===== src/rtl/punc_control_pkg.sv =====
// Shared definitions for the PUnC LC3 controller: opcode codes, mux select
// codes, ALU function codes, SEXT one-hots, FSM states, instruction classes
// and the registered control-word bundle.
package punc_control_pkg;

   // Opcode field values (ir[15:12])
   localparam logic [3:0] OC_BR   = 4'b0000;
   localparam logic [3:0] OC_ADD  = 4'b0001;
   localparam logic [3:0] OC_LD   = 4'b0010;
   localparam logic [3:0] OC_ST   = 4'b0011;
   localparam logic [3:0] OC_JSR  = 4'b0100;
   localparam logic [3:0] OC_AND  = 4'b0101;
   localparam logic [3:0] OC_LDR  = 4'b0110;
   localparam logic [3:0] OC_STR  = 4'b0111;
   localparam logic [3:0] OC_RSV8 = 4'b1000;
   localparam logic [3:0] OC_NOT  = 4'b1001;
   localparam logic [3:0] OC_LDI  = 4'b1010;
   localparam logic [3:0] OC_STI  = 4'b1011;
   localparam logic [3:0] OC_JMP  = 4'b1100;
   localparam logic [3:0] OC_RSVD = 4'b1101;
   localparam logic [3:0] OC_LEA  = 4'b1110;
   localparam logic [3:0] OC_HALT = 4'b1111;

   // Memory read address mux
   localparam logic [2:0] MUX_SELECT_MEM_PC       = 3'd0;
   localparam logic [2:0] MUX_SELECT_MEM_PC_ADDER = 3'd1;
   localparam logic [2:0] MUX_SELECT_MEM_INDIRECT = 3'd2;
   localparam logic [2:0] MUX_SELECT_MEM_R_DATA   = 3'd3;
   localparam logic [2:0] MUX_SELECT_MEM_ALU_C    = 3'd4;

   // Register file write data mux
   localparam logic [1:0] MUX_SELECT_RF_ALU_C    = 2'd0;
   localparam logic [1:0] MUX_SELECT_RF_PC       = 2'd1;
   localparam logic [1:0] MUX_SELECT_RF_MEM      = 2'd2;
   localparam logic [1:0] MUX_SELECT_RF_PC_ADDER = 2'd3;

   // ALU functions
   localparam logic [1:0] ALU_FN_PASS = 2'd0;
   localparam logic [1:0] ALU_FN_ADD  = 2'd1;
   localparam logic [1:0] ALU_FN_AND  = 2'd2;
   localparam logic [1:0] ALU_FN_NOT  = 2'd3;

   // Sign-extension source one-hots
   localparam logic [3:0] SEXT_IMM5  = 4'b1000;
   localparam logic [3:0] SEXT_OFF6  = 4'b0100;
   localparam logic [3:0] SEXT_OFF9  = 4'b0010;
   localparam logic [3:0] SEXT_OFF11 = 4'b0001;

   typedef enum logic [2:0] {
      ST_INIT,
      ST_FETCH,
      ST_DECODE,
      ST_EXECUTE,
      ST_EXEC2,
      ST_SETCC,
      ST_HALT
   } state_t;

   typedef enum logic [3:0] {
      CL_ADD, CL_AND, CL_NOT, CL_BR, CL_JMP, CL_JSR, CL_LD, CL_LDR,
      CL_LEA, CL_LDI, CL_STI, CL_ST, CL_STR, CL_HALT, CL_RSVD
   } instr_class_t;

   // Every registered control output of the controller
   typedef struct packed {
      logic       mem_wr_en;
      logic [2:0] mem_r_addr_sel;
      logic       state2_sti;
      logic       str;
      logic [2:0] rf_wr_addr;
      logic       rf_wr_en;
      logic [2:0] rf_r_addr_0;
      logic [2:0] rf_r_addr_1;
      logic [1:0] rf_w_data_sel;
      logic       ir_ld;
      logic       jmp_ret_jsrr;
      logic       pc_ld;
      logic       pc_clr;
      logic       pc_up;
      logic       add_const;
      logic [1:0] alu_sel;
      logic       cc_en;
      logic       n;
      logic       z;
      logic       p;
      logic [3:0] sext_select;
      logic       halted;
   } ctl_t;

   // Control word held while in INIT: only the PC clear is active
   function automatic ctl_t init_ctl();
      ctl_t w;
      w        = '0;
      w.pc_clr = 1'b1;
      return w;
   endfunction

endpackage


===== src/rtl/punc_ctrl_decode.sv =====
// Combinational instruction decode for the PUnC controller: classifies the
// instruction register and slices out the register/immediate fields.
module punc_ctrl_decode
   import punc_control_pkg::*;
(
   input  logic [15:0]  ir,
   output instr_class_t cls,
   output logic [2:0]   dr,
   output logic [2:0]   sr1,
   output logic [2:0]   sr2,
   output logic         imm,
   output logic         jsr_long,
   output logic [10:0]  const_field
);

   assign dr          = ir[11:9];
   assign sr1         = ir[8:6];
   assign sr2         = ir[2:0];
   assign imm         = ir[5];
   assign jsr_long    = ir[11];
   assign const_field = ir[10:0];

   // Map the opcode onto an instruction class; reserved codes fall to CL_RSVD
   always_comb begin
      cls = CL_RSVD;
      case (ir[15:12])
         OC_BR:   cls = CL_BR;
         OC_ADD:  cls = CL_ADD;
         OC_LD:   cls = CL_LD;
         OC_ST:   cls = CL_ST;
         OC_JSR:  cls = CL_JSR;
         OC_AND:  cls = CL_AND;
         OC_LDR:  cls = CL_LDR;
         OC_STR:  cls = CL_STR;
         OC_NOT:  cls = CL_NOT;
         OC_LDI:  cls = CL_LDI;
         OC_STI:  cls = CL_STI;
         OC_JMP:  cls = CL_JMP;
         OC_LEA:  cls = CL_LEA;
         OC_HALT: cls = CL_HALT;
         OC_RSV8, OC_RSVD: cls = CL_RSVD;
         default: cls = CL_RSVD;
      endcase
   end

endmodule


===== src/rtl/punc_control.sv =====
// Multi-cycle FSM controller for the PUnC LC3 core. Every control output is
// registered and computed from the state being entered plus the decoded IR.
// Optional feature: define PUNC_ILLEGAL_OP_EN to make reserved opcodes
// (1000/1101) halt the core and raise a sticky illegal_op output; otherwise
// they behave as 3-cycle NOPs and illegal_op does not exist.
// The ir[10:0] passthrough is named ir_const because const is a reserved word.
module punc_control
   import punc_control_pkg::*;
#(
   parameter int CNT_W = 16
)
(
   input  logic             clk,
   input  logic             rst,
   input  logic [15:0]      ir,
   output logic             mem_wr_en,
   output logic [2:0]       mem_r_addr_sel,
   output logic             state2_STI,
   output logic             STR,
   output logic [2:0]       RF_wr_addr,
   output logic             RF_wr_en,
   output logic [2:0]       RF_r_addr_0,
   output logic [2:0]       RF_r_addr_1,
   output logic [1:0]       RF_w_data_sel,
   output logic             ir_ld,
   output logic             JMP_RET_JSRR,
   output logic             pc_ld,
   output logic             pc_clr,
   output logic             pc_up,
   output logic             add_const,
   output logic [1:0]       alu_sel,
   output logic             cc_en,
   output logic             n,
   output logic             z,
   output logic             p,
   output logic [10:0]      ir_const,
   output logic [3:0]       SEXT_Select,
   output logic             halted,
   output logic [CNT_W-1:0] instr_cnt
`ifdef PUNC_ILLEGAL_OP_EN
   ,
   output logic             illegal_op
`endif
);

   state_t       state;
   state_t       nxt_state;
   ctl_t         ctl_q;
   ctl_t         nxt_ctl;
   logic         retire;
   instr_class_t cls;
   logic [2:0]   dr;
   logic [2:0]   sr1;
   logic [2:0]   sr2;
   logic         imm;
   logic         jsr_long;
`ifdef PUNC_ILLEGAL_OP_EN
   logic         ill_set;
`endif

   punc_ctrl_decode u_decode (
      .ir          (ir),
      .cls         (cls),
      .dr          (dr),
      .sr1         (sr1),
      .sr2         (sr2),
      .imm         (imm),
      .jsr_long    (jsr_long),
      .const_field (ir_const)
   );

   // Choose the next state and build the control word that state will present
   always_comb begin
      nxt_state = state;
      nxt_ctl   = '0;
      retire    = 1'b0;
`ifdef PUNC_ILLEGAL_OP_EN
      ill_set   = 1'b0;
`endif

      case (state)
         ST_INIT:   nxt_state = ST_FETCH;
         ST_FETCH:  nxt_state = ST_DECODE;
         ST_DECODE: nxt_state = ST_EXECUTE;
         ST_EXECUTE: begin
            case (cls)
               CL_LD, CL_LDR, CL_LEA: nxt_state = ST_SETCC;
               CL_LDI, CL_STI:        nxt_state = ST_EXEC2;
               CL_HALT: begin
                  nxt_state = ST_HALT;
                  retire    = 1'b1;
               end
               CL_RSVD: begin
`ifdef PUNC_ILLEGAL_OP_EN
                  nxt_state = ST_HALT;
                  ill_set   = 1'b1;
`else
                  nxt_state = ST_FETCH;
`endif
                  retire    = 1'b1;
               end
               default: begin
                  nxt_state = ST_FETCH;
                  retire    = 1'b1;
               end
            endcase
         end
         ST_EXEC2: begin
            if (cls == CL_LDI) begin
               nxt_state = ST_SETCC;
            end else begin
               nxt_state = ST_FETCH;
               retire    = 1'b1;
            end
         end
         ST_SETCC: begin
            nxt_state = ST_FETCH;
            retire    = 1'b1;
         end
         ST_HALT:  nxt_state = ST_HALT;
         default:  nxt_state = ST_INIT;
      endcase

      case (nxt_state)
         ST_INIT: nxt_ctl = init_ctl();
         ST_FETCH: begin
            nxt_ctl.mem_r_addr_sel = MUX_SELECT_MEM_PC;
            nxt_ctl.ir_ld          = 1'b1;
            nxt_ctl.pc_up          = 1'b1;
         end
         ST_EXECUTE: begin
            case (cls)
               CL_ADD, CL_AND: begin
                  nxt_ctl.rf_r_addr_0   = sr1;
                  nxt_ctl.rf_r_addr_1   = sr2;
                  nxt_ctl.add_const     = imm;
                  nxt_ctl.sext_select   = SEXT_IMM5;
                  nxt_ctl.alu_sel       = (cls == CL_ADD) ? ALU_FN_ADD : ALU_FN_AND;
                  nxt_ctl.rf_wr_addr    = dr;
                  nxt_ctl.rf_wr_en      = 1'b1;
                  nxt_ctl.rf_w_data_sel = MUX_SELECT_RF_ALU_C;
                  nxt_ctl.cc_en         = 1'b1;
               end
               CL_NOT: begin
                  nxt_ctl.rf_r_addr_0   = sr1;
                  nxt_ctl.alu_sel       = ALU_FN_NOT;
                  nxt_ctl.rf_wr_addr    = dr;
                  nxt_ctl.rf_wr_en      = 1'b1;
                  nxt_ctl.rf_w_data_sel = MUX_SELECT_RF_ALU_C;
                  nxt_ctl.cc_en         = 1'b1;
               end
               CL_BR: begin
                  nxt_ctl.sext_select = SEXT_OFF9;
                  {nxt_ctl.n, nxt_ctl.z, nxt_ctl.p} = dr;
               end
               CL_JMP: begin
                  nxt_ctl.rf_r_addr_0  = sr1;
                  nxt_ctl.alu_sel      = ALU_FN_PASS;
                  nxt_ctl.jmp_ret_jsrr = 1'b1;
                  nxt_ctl.pc_ld        = 1'b1;
               end
               CL_JSR: begin
                  nxt_ctl.rf_wr_addr    = 3'd7;
                  nxt_ctl.rf_wr_en      = 1'b1;
                  nxt_ctl.rf_w_data_sel = MUX_SELECT_RF_PC;
                  nxt_ctl.pc_ld         = 1'b1;
                  if (jsr_long) begin
                     nxt_ctl.sext_select = SEXT_OFF11;
                  end else begin
                     nxt_ctl.rf_r_addr_0  = sr1;
                     nxt_ctl.alu_sel      = ALU_FN_PASS;
                     nxt_ctl.jmp_ret_jsrr = 1'b1;
                  end
               end
               CL_LD: begin
                  nxt_ctl.sext_select    = SEXT_OFF9;
                  nxt_ctl.mem_r_addr_sel = MUX_SELECT_MEM_PC_ADDER;
                  nxt_ctl.rf_wr_addr     = dr;
                  nxt_ctl.rf_wr_en       = 1'b1;
                  nxt_ctl.rf_w_data_sel  = MUX_SELECT_RF_MEM;
               end
               CL_LDR: begin
                  nxt_ctl.rf_r_addr_0    = sr1;
                  nxt_ctl.alu_sel        = ALU_FN_ADD;
                  nxt_ctl.add_const      = 1'b1;
                  nxt_ctl.sext_select    = SEXT_OFF6;
                  nxt_ctl.mem_r_addr_sel = MUX_SELECT_MEM_ALU_C;
                  nxt_ctl.rf_wr_addr     = dr;
                  nxt_ctl.rf_wr_en       = 1'b1;
                  nxt_ctl.rf_w_data_sel  = MUX_SELECT_RF_MEM;
               end
               CL_LEA: begin
                  nxt_ctl.sext_select   = SEXT_OFF9;
                  nxt_ctl.rf_wr_addr    = dr;
                  nxt_ctl.rf_wr_en      = 1'b1;
                  nxt_ctl.rf_w_data_sel = MUX_SELECT_RF_PC_ADDER;
               end
               CL_LDI, CL_STI: begin
                  nxt_ctl.sext_select    = SEXT_OFF9;
                  nxt_ctl.mem_r_addr_sel = MUX_SELECT_MEM_PC_ADDER;
               end
               CL_ST: begin
                  nxt_ctl.rf_r_addr_0 = dr;
                  nxt_ctl.alu_sel     = ALU_FN_PASS;
                  nxt_ctl.sext_select = SEXT_OFF9;
                  nxt_ctl.mem_wr_en   = 1'b1;
               end
               CL_STR: begin
                  nxt_ctl.rf_r_addr_0 = sr1;
                  nxt_ctl.rf_r_addr_1 = dr;
                  nxt_ctl.alu_sel     = ALU_FN_ADD;
                  nxt_ctl.add_const   = 1'b1;
                  nxt_ctl.sext_select = SEXT_OFF6;
                  nxt_ctl.str         = 1'b1;
                  nxt_ctl.mem_wr_en   = 1'b1;
               end
               default: nxt_ctl = '0;
            endcase
         end
         ST_EXEC2: begin
            if (cls == CL_LDI) begin
               nxt_ctl.mem_r_addr_sel = MUX_SELECT_MEM_INDIRECT;
               nxt_ctl.rf_wr_addr     = dr;
               nxt_ctl.rf_wr_en       = 1'b1;
               nxt_ctl.rf_w_data_sel  = MUX_SELECT_RF_MEM;
            end else begin
               nxt_ctl.state2_sti  = 1'b1;
               nxt_ctl.str         = 1'b1;
               nxt_ctl.rf_r_addr_1 = dr;
               nxt_ctl.mem_wr_en   = 1'b1;
            end
         end
         ST_SETCC: begin
            nxt_ctl.rf_r_addr_0 = dr;
            nxt_ctl.alu_sel     = ALU_FN_PASS;
            nxt_ctl.cc_en       = 1'b1;
         end
         ST_HALT: nxt_ctl.halted = 1'b1;
         default: nxt_ctl = '0;
      endcase
   end

   // State, registered control word and retired-instruction counter
   always_ff @(posedge clk or posedge rst) begin
      if (rst) begin
         state     <= ST_INIT;
         ctl_q     <= init_ctl();
         instr_cnt <= '0;
`ifdef PUNC_ILLEGAL_OP_EN
         illegal_op <= 1'b0;
`endif
      end else begin
         state <= nxt_state;
         ctl_q <= nxt_ctl;
         if (retire) begin
            instr_cnt <= instr_cnt + CNT_W'(1);
         end
`ifdef PUNC_ILLEGAL_OP_EN
         if (ill_set) begin
            illegal_op <= 1'b1;
         end
`endif
      end
   end

   assign mem_wr_en      = ctl_q.mem_wr_en;
   assign mem_r_addr_sel = ctl_q.mem_r_addr_sel;
   assign state2_STI     = ctl_q.state2_sti;
   assign STR            = ctl_q.str;
   assign RF_wr_addr     = ctl_q.rf_wr_addr;
   assign RF_wr_en       = ctl_q.rf_wr_en;
   assign RF_r_addr_0    = ctl_q.rf_r_addr_0;
   assign RF_r_addr_1    = ctl_q.rf_r_addr_1;
   assign RF_w_data_sel  = ctl_q.rf_w_data_sel;
   assign ir_ld          = ctl_q.ir_ld;
   assign JMP_RET_JSRR   = ctl_q.jmp_ret_jsrr;
   assign pc_ld          = ctl_q.pc_ld;
   assign pc_clr         = ctl_q.pc_clr;
   assign pc_up          = ctl_q.pc_up;
   assign add_const      = ctl_q.add_const;
   assign alu_sel        = ctl_q.alu_sel;
   assign cc_en          = ctl_q.cc_en;
   assign n              = ctl_q.n;
   assign z              = ctl_q.z;
   assign p              = ctl_q.p;
   assign SEXT_Select    = ctl_q.sext_select;
   assign halted         = ctl_q.halted;

endmodule


===== config.mk =====
export PLATFORM = sky130hd
export DESIGN_NAME = punc_control
export DESIGN_NICKNAME = d
export VERILOG_FILES = /design/src/rtl/punc_control_pkg.sv /design/src/rtl/punc_ctrl_decode.sv /design/src/rtl/punc_control.sv
export SDC_FILE = /design/constraint.sdc
export NUM_CORES = 1
export LEC_CHECK = 0
export CORE_AREA = 4 4 79 81
export DETAILED_ROUTE_END_ITERATION = 6
export DIE_AREA = 0 0 83 85
export GPL_TIMING_DRIVEN = 0
export PLACE_DENSITY = 0.89
export SLEW_MARGIN = 20
export SYNTH_ARGS = -nofsm -noshare
export SYNTH_HDL_FRONTEND = slang
export SYNTH_SLANG_ARGS = --single-unit

===== constraint.sdc =====
create_clock -name clk -period 3.3 [get_ports clk]
set_clock_uncertainty 0.15 [all_clocks]
set_input_delay 0.495 -clock clk [delete_from_list [all_inputs] [get_ports clk]]
set_output_delay 0.495 -clock clk [all_outputs]
set_load 0.02 [all_outputs]

; ---- Word level (Yosys, flattened, before mapping)
; Memories as Yosys holds them, arrays and structs flattened.
; Index checks and enable logic that the tools add are counted.
[totals]
ff_bits = 53
rom_bits = 64
in_bits = 18
out_inout_bits = 62
word_cells = 104
n_memories = 1
[classes]
add_sub_neg = 1
eq_ne = 24
n_mux = 39
reduce_logical = 16
[memory_table]
columns = name, words, width, rd, rd_ports_with_merged_regs, write_ports, line
row1 = (name not given), 16, 4, 1, 0, 0, punc_ctrl_decode.sv:26  ; case (ir[15:12])
[ops]
columns = op, count
row1 = $pmux 3 s2, 6
row2 = $eq 4x4->1 const B, 6
row3 = $eq 3x3->1 const B, 6
row4 = $pmux 3 s3, 2
row5 = $pmux 3 s6, 1
row6 = $reduce_or 6->1, 3
row7 = $add 16x1->16 const B, 1
row8 = $eq 4x3->1 const B, 4
row9 = $pmux 4 s4, 1
row10 = $mux 3, 4
row11 = $pmux 2 s3, 2
row12 = $pmux 6 s2, 1
row13 = $reduce_or 2->1, 6
row14 = $mux 1, 10
row15 = $pmux 5 s2, 1
row16 = $eq 3x2->1 const B, 3
row17 = $reduce_or 3->1, 3
row18 = $eq 4x2->1 const B, 2
row19 = $mux 2, 4
row20 = $pmux 4 s2, 1
row21 = $mux 7, 1
row22 = $eq 3x1->1 const B, 2
row23 = $logic_not 3->1, 2
row24 = $reduce_or 5->1, 1
row25 = 6 further kinds, 7

; ---- Logic depth before layout (Yosys ltp)
; Gate-level depths: netlist of run 1.
; An unclocked memory read counts as a cell.
[logic_depth]
depth_word = 7
ltp_mapped = 10
mapped_depth_nobuf = 9

; ---- Modules after synthesis
; A second synthesis of run 1 with hierarchy kept.
[unflattened]
hier_cells = 268
hier_area_um2 = 2767.7
[by_module_without_submodules]
columns = mod, instances, cells_per_inst, area_each_um2, seq_area_each_um2
row1 = punc_control, 1, 222, 2393.5, 1327.5
row2 = punc_ctrl_decode, 1, 46, 374.1, 0.0

; ---- Worst setup path after synthesis of run 1
; No wires, ideal clock.
[synth_path]
kind = input to register
start = input port ir[12]
end = register instr_cnt[7]
setup_time_ps = 130
arrival_ps = 2588
t_required_ps = 3020
setup_slack_ps = 432
stages = 9
n_path_buf = 0
cell_sequence = inv_1 > ha_1 > inv_1 > mux4_2 > and2_4 > a2111oi_4 > o2111a_2 > nand4_1 > xnor2_1
[synth_via]
elab_chain_len = 5
elab_cells_between_ends = 10
classes_between = eq/ne: 5 / mux: 3 / reduce/logical: 1 / memory: 1
[synth_rtl]
columns = item, line
row1 = start: declaration, punc_control.sv:15  ; input logic [15:0] ir,
row2 = $mem_v2 16x4 (*), --
row3 = $eq 4x4->1 (tied with other cells), "punc_control.sv:86, punc_control.sv:109"
row4 = $reduce_or 5->1 (no source line), --
row5 = $mux 1, punc_control.sv:86  ; case (cls)
row6 = $pmux 1 s3 (*), punc_control.sv:81  ; case (state)
row7 = end signal: assignment, punc_control.sv:256  ; instr_cnt <= instr_cnt + CNT_W'(1);
row8 = end: declaration, punc_control.sv:39  ; output logic [CNT_W-1:0] instr_cnt
; Mark *: on every way between the ends. The rest lies on a longest branch, timed or not.
; A chain may end at the register's enable or synchronous reset.

; ---- Worst setup path after layout of run 1
[layout_path]
start = input port ir[14]
end = register instr_cnt[5]
; Same word-level chain as after synthesis.

==> results of run 1 <==
-- flip-flops by register name, summed over array words and instances (netlist names), 2 cells and up --
register        count
RF_wr_addr          3
SEXT_Select         4
RF_r_addr_1         3
RF_r_addr_0         3
state               3
mem_r_addr_sel      3
RF_w_data_sel       2
instr_cnt          16
alu_sel             2
-- how the worst max path moves through the flow --
| stage | slack (ns) | from | to |
|---|---|---|---|
| 2_1_floorplan | 0.43 | ir[12] | instr_cnt[7]$_DFFE_PP0P_ |
| 3_3_place_gp | -0.52 | ir[12] | RF_r_addr_0[2]$_DFF_PP0_ |
| 3_5_place_dp | -0.64 | ir[12] | RF_r_addr_0[2]$_DFF_PP0_ |
| 4_1_cts | -0.01 | ir[12] | instr_cnt[7]$_DFFE_PP0P_ |
| 5_1_grt | 0.005 | ir[14] | instr_cnt[9]$_DFFE_PP0P_ |
| 6_report | 0.10 | ir[14] | instr_cnt[5]$_DFFE_PP0P_ |
-- repair_timing --
action	in CTS	in global routing
buffers inserted	1	0
gates resized for setup	14	6
endpoints found under the setup margin	26	27
pin swaps	3	3
-- metal layers --
metal	wire, um	track usage
met1	2715	0.2313
met2	3461	0.3491
met3	343	0.03301
met4	127	0.06984
met5	0	0
-- final cells by class --
type | instances | area share
Buffer | 21 | 0.03311
Multi-Input combinational cell | 178 | 0.3510
Sequential cell | 53 | 0.3410
Inverter | 16 | 0.01543
Timing Repair Buffer | 79 | 0.2064
Tap cell | 72 | 0.02314
Clock buffer | 7 | 0.02218
Clock inverter | 1 | 0.007715
-- power by group through the flow --
stage	Sequential, mW	Combinational (mW)	Clock, mW
after detailed placement	0.847	0.882	0
after global routing	0.851	1.01	0.481
after CTS	0.837	0.920	0.450
after global placement	0.844	0.863	0
after floorplan	0.952	0.436	0
final	0.838	0.943	0.444
-- cells by family (layout without fill, tap and decap cells) --
family	count (synthesis)	in the layout	synth area share
mux	13	13	0.07495
xor+xnor	15	15	0.04713
flops	53	53	0.4762
buf+inv	37	124	0.06777
simple gates	86	86	0.1486
fa+ha+maj	9	9	0.04040
compound gates	55	55	0.1450
-- synth_stat cells, drive strengths merged (2+ instances only) --
cell     n  area (sq um)
nor2b    2         12.51
o22ai    2         12.51
nand2   19         71.32
ha       9         112.6
o21a     5         37.54
inv     16         60.06
nand2b   2         12.51
clkbuf   7         26.28
xor2     8         70.07
nor2    24         92.59
or3      2         12.51
o21ai   10         50.04
mux2     3         33.78
nand3    6         30.03
or2      3         18.77
a22o     3         26.28
dfrtp   52          1301
and3     5         31.28
nor3    14         70.07
a21oi   10         50.05
nand4    3         18.77
and2     4         27.53
buf     14         102.6
a21o     3         22.52
o311ai   3         26.28
o31a     3         26.28
xnor2    7         61.31
a211oi   2         15.01
a31oi    3         18.77
a21boi   2         15.01
mux4     6         135.1
mux2i    4         40.04
-- metrics by stage --
stage | util | hold WS, ns | instances | worst slack (ns)
after floorplan | - | 0.4321 | 268 | 0.4317
after global placement | 0.6667 | 0.3144 | 417 | -0.5190
after detailed placement | 0.6703 | 0.3228 | 418 | -0.6378
after CTS | 0.7062 | 0.3386 | 427 | -0.01106
after global routing | 0.7112 | 0.3622 | 427 | 0.004893
final | 0.7112 | 0.3336 | 427 | 0.1012
==> metrics.txt, run 1 <==
run status=finished, final reports clean; Initial DRC Count=about 110; sequential share of power=0.377; GP Congestion=around 0.94; CTS root buf=clkbuf_8; max cap viols=0; P_sw=799.3 uW; clock share of power=0.200; RSZ-0062 raised after global routing=false; wire per inst=15.57 um; GRT overflow=0; ANT nets after route=0; ys async rst share=1.000; Syn Inst Count=about 270; Crit Path Max Fanout=10; Worst Hold Launch=instr_cnt[15]$_DFFE_PP0P_; post-synthesis cell type count=49; EDFF count, synth=0; DIE WIDTH=83 um; worst path arrival time=3.27 ns; data required time of the critical path=roughly 3.4 ns; Critical R2R Capture=RF_r_addr_1[1]$_DFF_PP0_; Longest Clk Path Bufs=2; final wirelength=about 6600 um; Final Hold Viols=0; first-pass GRT wire length=11130 um; Nets=381; worst-path cell chain=clkdlybuf4s50_1 -> buf_2 -> mux4_2 -> and2_4 -> a2111oi_4 -> o2111a_2 -> nand3_1 -> xnor2_1; drt pass-1 iters=4; port buffer count=between 70 and 80; pwr dens=571.8 nW/um^2; area taken by multi-input logic gates=1366 sq um; R2R Setup Slk=approximately 0.79 ns; CTS Sinks=53; Peak VDD IR=301.7 uV; Worst Tran Pin Value=around 0.58 ns; Reg clk slew, reported paths=~0.09 ns; Worst slew margin=0.6115; clock latency on the worst-skew pair=approximately 0.30 ns; # H-tree levels=2; CP Capture Type=register; post-synthesis sequential area ratio=0.4762; Hold Crit Depth=1; share of cells above drive strength 1=0.1521; sw frac=0.3591; most frequent cells in the layout=75 x clkdlybuf4s50_1, 52 x dfrtp_1, 21 x nor2_1; Pwr Total=approximately 2.2 mW; Initial Util=0.5094; Placed Area=about 3700 sq um; part of the power in combinational logic=0.424; yosys warns=0; dominant synthesized flop cell=dfrtp_1; DP Wirelength=~5000 um; vias=~2300; Leakage=around 1.7 nW; worst stage delay on the critical path=0.63 ns; cts hold-fix bufs=0; CTS buffer count=5; CP top delay family=compound AO/OA/AOI/OAI gates; diodes inserted=0; largest net degree at the start of global routing=36; Max Slew Vio Count=0; cell depth of the worst setup path=8; Layout area overhead=39.63%; #FFs+latches synth=53; Fillers=395; hold path endpoint=instr_cnt[15]$_DFFE_PP0P_; Buf/Inv on CP=2; Avg Cell Area, Syn=10.40 sq um; Final min period=3.199 ns; number of global-route vias before repair=~2300; post-route setup TNS=0 ns; DIE HEIGHT=about 85 um; slowest cell on the critical path=mux4_2; Ports=80; FF/Latch Area=about 1300 sq um; Die Footprint=between 7000 and 8000 sq um; Cell Int Power=around 1.4 mW; drt drc=0; Synth Cell Area=approximately 2800 sq um; post-synth net total=roughly 300; R2R depth=7; initial antenna violation count=0; drt via density=5.422; row count=27; Final Cycle Share=0.9693; CTS tree=built; commonest non-fill, non-tap cell in the layout=clkdlybuf4s50_1; cell area after layout=around 4000 sq um; fmax=0.3126 GHz; crit path launch type=input pin; kind of critical path=input pin to register; gr usage total=0.1930; Hold Crit Class=register to register; total core area=~5500 sq um; reg-to-reg critical path startpoint=state[0]$_DFF_PP0_; Final Setup Violations=0
Power figures use the tool's default switching activity.
==> run 2: changes to the inputs <==
--- a/config.mk
+++ b/config.mk
@@ -5,10 +5,13 @@
 export SDC_FILE = /design/constraint.sdc
 export NUM_CORES = 1
 export LEC_CHECK = 0
-export CORE_AREA = 4 4 79 81
+export ABC_AREA = 1
+export ABC_CLOCK_PERIOD_IN_PS = 3300
+export CORE_AREA = 4 4 83 85
 export DETAILED_ROUTE_END_ITERATION = 6
-export DIE_AREA = 0 0 83 85
+export DIE_AREA = 0 0 87 89
 export GPL_TIMING_DRIVEN = 0
+export MAX_ROUTING_LAYER = met4
 export PLACE_DENSITY = 0.89
 export SLEW_MARGIN = 20
 export SYNTH_ARGS = -nofsm -noshare
==> run 2 against run 1 <==
Routed wire length rose by 12%; critical path depth rose by 6; non-clock buffer count fell by 6; core utilization fell by 3.5 points; sequential cell count did not move; fmax rose by 12%; critical path type unchanged.
==> metrics.txt, run 2 <==
run status=finished, final reports clean; GP Congestion=0.9108 (-3.2%); Critical R2R Capture=alu_sel[1]$_DFF_PP0_; Largest register FFs=16 (unchanged); cell area after layout=4198 sq um (+7.8%); Max Slew Vio Count=0 (unchanged); Cell Int Power=998.6 uW (-30%); CP Capture Type=register; data required time of the critical path=3.37 ns (about the same); Longest Clk Path Bufs=2 (unchanged); Ports=80 (unchanged); Avg Cell Area, Syn=8.195 sq um (-21%); kind of critical path=input pin to register; Hold Crit Class=input pin to asynchronous set/reset pin; CP top delay family=buffers and inverters; clock share of power=0.328 (+0.128); ANT nets after route=0 (unchanged); commonest non-fill, non-tap cell in the layout=nand2_1; post-synthesis sequential area ratio=0.4143 (-0.06192); worst path arrival time=2.92 ns (-0.35 ns); DP Wirelength=5973 um (+19%); R2R depth=5 (-2); Initial DRC Count=128 (+21%); final worst setup slack=0.4451 ns (+0.3439 ns); sequential share of power=0.485 (+0.108); Setup Buffers After CTS=0 (-1); CTS Sinks=53 (unchanged); Leakage=2.170 nW (+26%); worst stage delay on the critical path=0.61 ns (-0.02 ns); Pwr Total=1.356 mW (-39%); Fillers=484 (+23%); ys async rst share=1.000 (unchanged); EDFF count, synth=0 (unchanged); row count=29 (+7.4%); GRT overflow=0 (unchanged); Die Footprint=7743 sq um (+9.8%); Buf/Inv on CP=3 (+1); final wirelength=7455 um (+12%); post-route setup TNS=0 ns (unchanged); max cap viols=0 (unchanged); R2R Setup Slk=1.32 ns (+0.53 ns); Synth top area share=0.4061 (-0.06069); diodes inserted=0 (unchanged); post-synth net total=418 (+42%); reg-to-reg critical path startpoint=state[1]$_DFF_PP0_; Syn Inst Count=391 (+46%); part of the power in combinational logic=0.188 (-0.236); CTS root buf=clkbuf_8; yosys warns=0 (unchanged); Reg clk slew, reported paths=0.09 ns (about the same); drt pass-1 iters=5 (+1); total core area=6205 sq um (+13%); P_sw=357.7 uW (-55%); first-pass GRT wire length=12570 um (+13%); post-CTS sizing=0 (-14); CTS buffer count=5 (unchanged); worst-path cell chain=clkdlybuf4s50_1 -> inv_1 -> ha_1 -> nand2_4 -> nand2_2 -> o21ai_1 -> nand2_1 -> nor2_4 -> nand2_2 -> o21ai_1 -> inv_1 -> a21oi_2 -> nand2_1 -> o21ai_1; post-synthesis cell type count=36 (-27%); Worst Tran Pin Value=0.5911 ns (+0.01449 ns); DIE HEIGHT=89 um (+4.7%); Final Hold Viols=0 (unchanged); wire per inst=13.48 um (-13%); gr usage total=0.2102 (+0.01719); Initial Util=0.5164 (+0.007061); vias=2824 (+22%); CTS tree=built; Critical Path Most Common Cell=o21ai_1; Worst Hold Slack=0.3611 ns (+0.02747 ns); DIE WIDTH=87 um (+4.8%); initial antenna violation count=0 (unchanged); Post-synth top cells=96 x nand2_1, 52 x dfrtp_1, 42 x inv_1; Worst slew margin=0.6029 (-0.008627); fmax=0.3503 GHz (+12%); crit path launch type=input pin; Layout area overhead=31.00%; slowest cell on the critical path=clkdlybuf4s50_1; Final min period=2.855 ns (-0.3439 ns); largest cells by area after synthesis=dfrtp_1 41%, nand2_1 11%, inv_1 4.9%; #FFs+latches synth=53 (unchanged); clock latency on the worst-skew pair=0.30 ns (about the same); port buffer count=76 (-1.3%); number of global-route vias before repair=2817 (+23%); Synth area leader=dfrtp_1; Nets=502 (+32%); most frequent cells in the layout=96 x nand2_1, 76 x clkdlybuf4s50_1, 52 x dfrtp_1; pwr dens=323.1 nW/um^2 (-43%); # H-tree levels=2 (unchanged); RSZ-0062 raised after global routing=false; drt drc=0 (unchanged); drt via density=5.107 (-5.8%); Placed Area=4081 sq um (+11%); share of cells above drive strength 1=0.1849 (+0.03276); sw frac=0.2637 (-0.09537); Synth Cell Area=3204 sq um (+15%); Final Setup Violations=0 (unchanged); dominant synthesized flop cell=dfrtp_1; Peak VDD IR=236.2 uV (-22%); largest reg by FF count=instr_cnt; most common cell in the netlist=nand2_1; post-place setup slack=0.1632 ns (+0.8010 ns); cts hold-fix bufs=0 (unchanged); Crit Path Max Fanout=6 (-4); largest net degree at the start of global routing=34 (-5.6%); Final Cycle Share=0.8651 (-0.1042)
-- run 2: cell types whose count changed after synthesis, moves of 6 or more --
| cell | delta |
|---|---|
| mux4_2 | -6 |
| inv_2 | +8 |
| o21ai_1 | +6 |
| inv_1 | +26 |
| nand2_4 | +7 |
| nand4_1 | +6 |
| nand2_2 | +23 |
| nand2_1 | +77 |
| nand3_1 | +18 |
| nor2_4 | +7 |
-- run 2: worst max path at each step --
stage	depth (start not counted)	slack (ns)	endpoint	startpoint
after detailed placement	16	0.16	RF_r_addr_0[2]$_DFF_PP0_	ir[12]
after global routing	14	0.22	cc_en$_DFF_PP0_	ir[12]
after floorplan	15	1.13	mem_wr_en$_DFF_PP0_	ir[13]
after global placement	16	0.22	RF_r_addr_0[1]$_DFF_PP0_	ir[12]
after CTS	16	0.48	RF_r_addr_0[1]$_DFF_PP0_	ir[12]
final	14	0.45	cc_en$_DFF_PP0_	ir[12]
-- run 2: metrics by stage --
stage | utilization | cells
floorplan | - | 391
global placement | 0.6546 | 544
detailed placement | 0.6578 | 545
CTS | 0.6765 | 553
global route | 0.6765 | 553
finish | 0.6765 | 553
-- run 2: final cells by class --
class / instances / area [sq um] / share of cell area
buffer: 17 / 125.1 / 0.02981
clock buffer: 7 / 86.33 / 0.02057
clock inverter: 1 / 30.03 / 0.007153
inverter: 52 / 205.2 / 0.04888
multi-input combinational: 269 / 1546 / 0.3684
sequential: 53 / 1328 / 0.3162
tap: 77 / 96.34 / 0.02295
timing repair buffer: 77 / 780.7 / 0.1860
-- run 2: routing by layer --
metal  GRT usage  vias up  part of all wire
li1            -     1388                 -
met1      0.2453     1317              0.39
met2      0.3692      106              0.53
met3     0.03594       13             0.064
met4     0.06657        0             0.017
met5           -        -                 0
-- run 2: kinds of logic after synthesis --
group | share of synthesized area
buffers and inverters | 0.1031
and+or+nand+nor | 0.3674
DFF | 0.4143
AOI/OAI and AO/OA | 0.04451
xor gates and xnor gates | 0.03553
adders and majority gates | 0.03514
-- run 2: power groups by stage --
stage | registers [mW] | clock network [mW] | logic [mW]
after floorplan | 0.674 | 0 | 0.176
after global placement | 0.670 | 0 | 0.246
after detailed placement | 0.670 | 0 | 0.255
after CTS | 0.657 | 0.454 | 0.256
after global routing | 0.658 | 0.486 | 0.284
final | 0.657 | 0.444 | 0.255
==> run 3: changes to the inputs <==
--- a/config.mk
+++ b/config.mk
@@ -6,13 +6,13 @@
 export NUM_CORES = 1
 export LEC_CHECK = 0
 export ABC_AREA = 1
-export ABC_CLOCK_PERIOD_IN_PS = 3300
-export CORE_AREA = 4 4 83 85
+export ABC_CLOCK_PERIOD_IN_PS = 2800
+export CORE_AREA = 4 4 86 88
 export DETAILED_ROUTE_END_ITERATION = 6
-export DIE_AREA = 0 0 87 89
+export DIE_AREA = 0 0 90 92
 export GPL_TIMING_DRIVEN = 0
 export MAX_ROUTING_LAYER = met4
-export PLACE_DENSITY = 0.89
+export PLACE_DENSITY = 0.84
 export SLEW_MARGIN = 20
 export SYNTH_ARGS = -nofsm -noshare
 export SYNTH_HDL_FRONTEND = slang
==> constraint.sdc (replaced) <==
create_clock -name clk -period 2.8 [get_ports clk]
set_clock_uncertainty 0.15 [all_clocks]
set_input_delay 0.42 -clock clk [delete_from_list [all_inputs] [get_ports clk]]
set_output_delay 0.42 -clock clk [all_outputs]
set_load 0.02 [all_outputs]
==> run 3 against run 2 <==
Combinational power increased by 21%; via count increased by 2.5%; register-to-register slack got worse by 0.49 ns; setup slack got worse by 0.26 ns; global-route usage decreased by 1.2 points; non-clock buffer count unchanged; total power increased by 13%; sequential power increased by 18%; design area about the same; first-iteration DRC count unchanged; largest cell class unchanged.
==> metrics.txt, run 3 (synthesis gave the netlist of run 2 again) <==
kind of critical path=input pin to register; Setup Buffers After CTS=0 (unchanged); drt via density=5.209 (+2.0%); number of global-route vias before repair=2940 (+4.4%); Final min period=between 2 and 3 ns; Largest register FFs=16 (unchanged); Peak VDD IR=266.7 uV (+13%); Reg clk slew, reported paths=0.09 ns (about the same); Pwr Total=1.532 mW (+13%); Cell Int Power=1.088 mW (+8.9%); clock latency on the worst-skew pair=0.30 ns (about the same); drt drc=0 (unchanged); commonest non-fill, non-tap cell in the layout=nand2_1; Final Cycle Share=0.9336; CP Capture Type=register; GRT met1 Usage=0.2250 (-0.02037); max cap viols=0 (unchanged); Die Footprint=8280 sq um (+6.9%); busiest layer in global routing=met2; gr usage total=0.1983 (-0.01192); Final Setup Violations=0 (unchanged); post-CTS sizing=0 (unchanged); initial antenna violation count=0 (unchanged); ANT nets after route=0 (unchanged); met2 Track Usage GR=0.3460 (-0.02323); CTS root buf=clkbuf_8; CTS buffer count=5 (unchanged); Placed Area=4085 sq um (about the same); wire per inst=13.91 um (+3.2%); P_sw=444.3 uW (+24%); first-pass GRT wire length=13170 um (+4.8%); run status=finished, final reports clean; Max Slew Vio Count=0 (unchanged); DIE WIDTH=90 um (+3.4%); share of cells above drive strength 1=0.1912 (+0.006303); Initial DRC Count=128 (unchanged); sequential share of power=0.506 (+0.021); Crit Path Max Fanout=8 (+2); GRT overflow=0 (unchanged); row count=30 (+3.4%); diodes inserted=0 (unchanged); vias=2896 (+2.5%); Layout area overhead=30.96% (about the same); Worst slew margin=0.6217 (+0.01879); routing usage on met3=0.04676 (+0.01081); largest net degree at the start of global routing=28 (-18%); cts hold-fix bufs=0 (unchanged); dpl cells=548 (+0.55%); pwr dens=365.1 nW/um^2 (+13%); part of the power in combinational logic=0.202 (+0.014); RSZ-0062 raised after global routing=false; Worst Hold Slack=0.3359 ns (-0.02513 ns); sw frac=0.2900 (+0.02631); CTS tree=built; Nets=502 (unchanged); final wirelength=7736 um (+3.8%); DIE HEIGHT=92 um (+3.4%); Ports=80 (unchanged); Leakage=2.175 nW (+0.21%); largest reg by FF count=instr_cnt; crit path launch type=input pin; drt pass-1 iters=5 (unchanged); fmax=roughly 0.38 GHz; DP Wirelength=6027 um (+0.91%); GP Congestion=0.9025 (-0.91%); cell area after layout=4197 sq um (about the same); CTS Sinks=53 (unchanged); most frequent cells in the layout=96 x nand2_1, 75 x clkdlybuf4s50_1, 52 x dfrtp_1; port buffer count=76 (unchanged); Final Hold Viols=0 (unchanged); clock share of power=0.292 (-0.036); Initial Util=0.4823 (-0.03414); Finished Layout Cells=556 (+0.54%); Hold Crit Class=input pin to asynchronous set/reset pin; data required time of the critical path=2.90 ns (-0.47 ns); # H-tree levels=2 (unchanged); Worst Tran Pin Value=0.5667 ns (-0.02446 ns); Layout Utilization=0.6316 (-0.04491); Longest Clk Path Bufs=2 (unchanged); total core area=6644 sq um (+7.1%); worst path arrival time=2.71 ns (-0.21 ns)
-- run 3: worst max-delay path: stages --
cell and delay [ns]:
clkdlybuf4s50_1 0.55, inv_1 0.13, ha_1 0.24, inv_1 0.06, nand2_1 0.07, nand3_2 0.12
nand2_4 0.11, nor2_8 0.15, nand2_2 0.14, o21ai_1 0.18, inv_1 0.09, nand3_1 0.12
nand2_1 0.07, o21ai_0 0.09, nand2_1 0.08, nand2_1 0.07
-- run 3: final timing paths --
| kind | slack (ns) | depth (start not counted) | start | end |
|---|---|---|---|---|
| setup / recovery | 0.19 | 16 | ir[13] | RF_r_addr_0[1]$_DFF_PP0_ |
| hold / removal | 0.34 | 2 | rst | RF_wr_en$_DFF_PP0_ |
| setup reg to reg | 0.83 | 5 | state[1]$_DFF_PP0_ | z$_DFF_PP0_ |
| hold reg to reg | 0.39 | 1 | instr_cnt[0]$_DFFE_PP0P_ | instr_cnt[0]$_DFFE_PP0P_ |
| min in group clk | 0.39 | 1 | instr_cnt[0]$_DFFE_PP0P_ | instr_cnt[0]$_DFFE_PP0P_ |
| max in group asynchronous | 1.56 | 3 | rst | pc_clr$_DFF_PP1_ |
-- run 3: per-layer routing --
layer	part of all wire	up-vias	routed length, um
met3	0.069	11	533
met4	0.013	0	99
met2	0.51	112	3953
li1	-	1382	-
met5	0	-	0
met1	0.41	1391	3149
-- run 3: power by group through the flow --
stage / sequential (mW) / clock, mW / combinational [mW]
final: 0.775 / 0.448 / 0.309
after global routing: 0.776 / 0.493 / 0.342
after CTS: 0.775 / 0.455 / 0.306
after detailed placement: 0.790 / 0 / 0.303
after global placement: 0.790 / 0 / 0.292
after floorplan: 0.795 / 0 / 0.207
-- run 3: layout make-up --
cell class | count | area [sq um]
fillers | 561 | 2447
multi-input cells | 269 | 1559
flip-flops and latches | 53 | 1328
repair buffers | 77 | 783.3
inverters | 52 | 205.2
plain buffers | 17 | 125.1
well taps | 80 | 100.1
clock buffers | 6 | 82.58
clock inverters | 2 | 13.76
-- run 3: through the flow --
step / setup TNS (ns) / setup slack, ns
4_1_cts: 0 / 0.1025
5_1_grt: 0 / 0.01726
3_5_place_dp: -4.231 / -0.1934
6_report: 0 / 0.1860
3_3_place_gp: -2.446 / -0.1350
2_1_floorplan: 0 / 0.7023
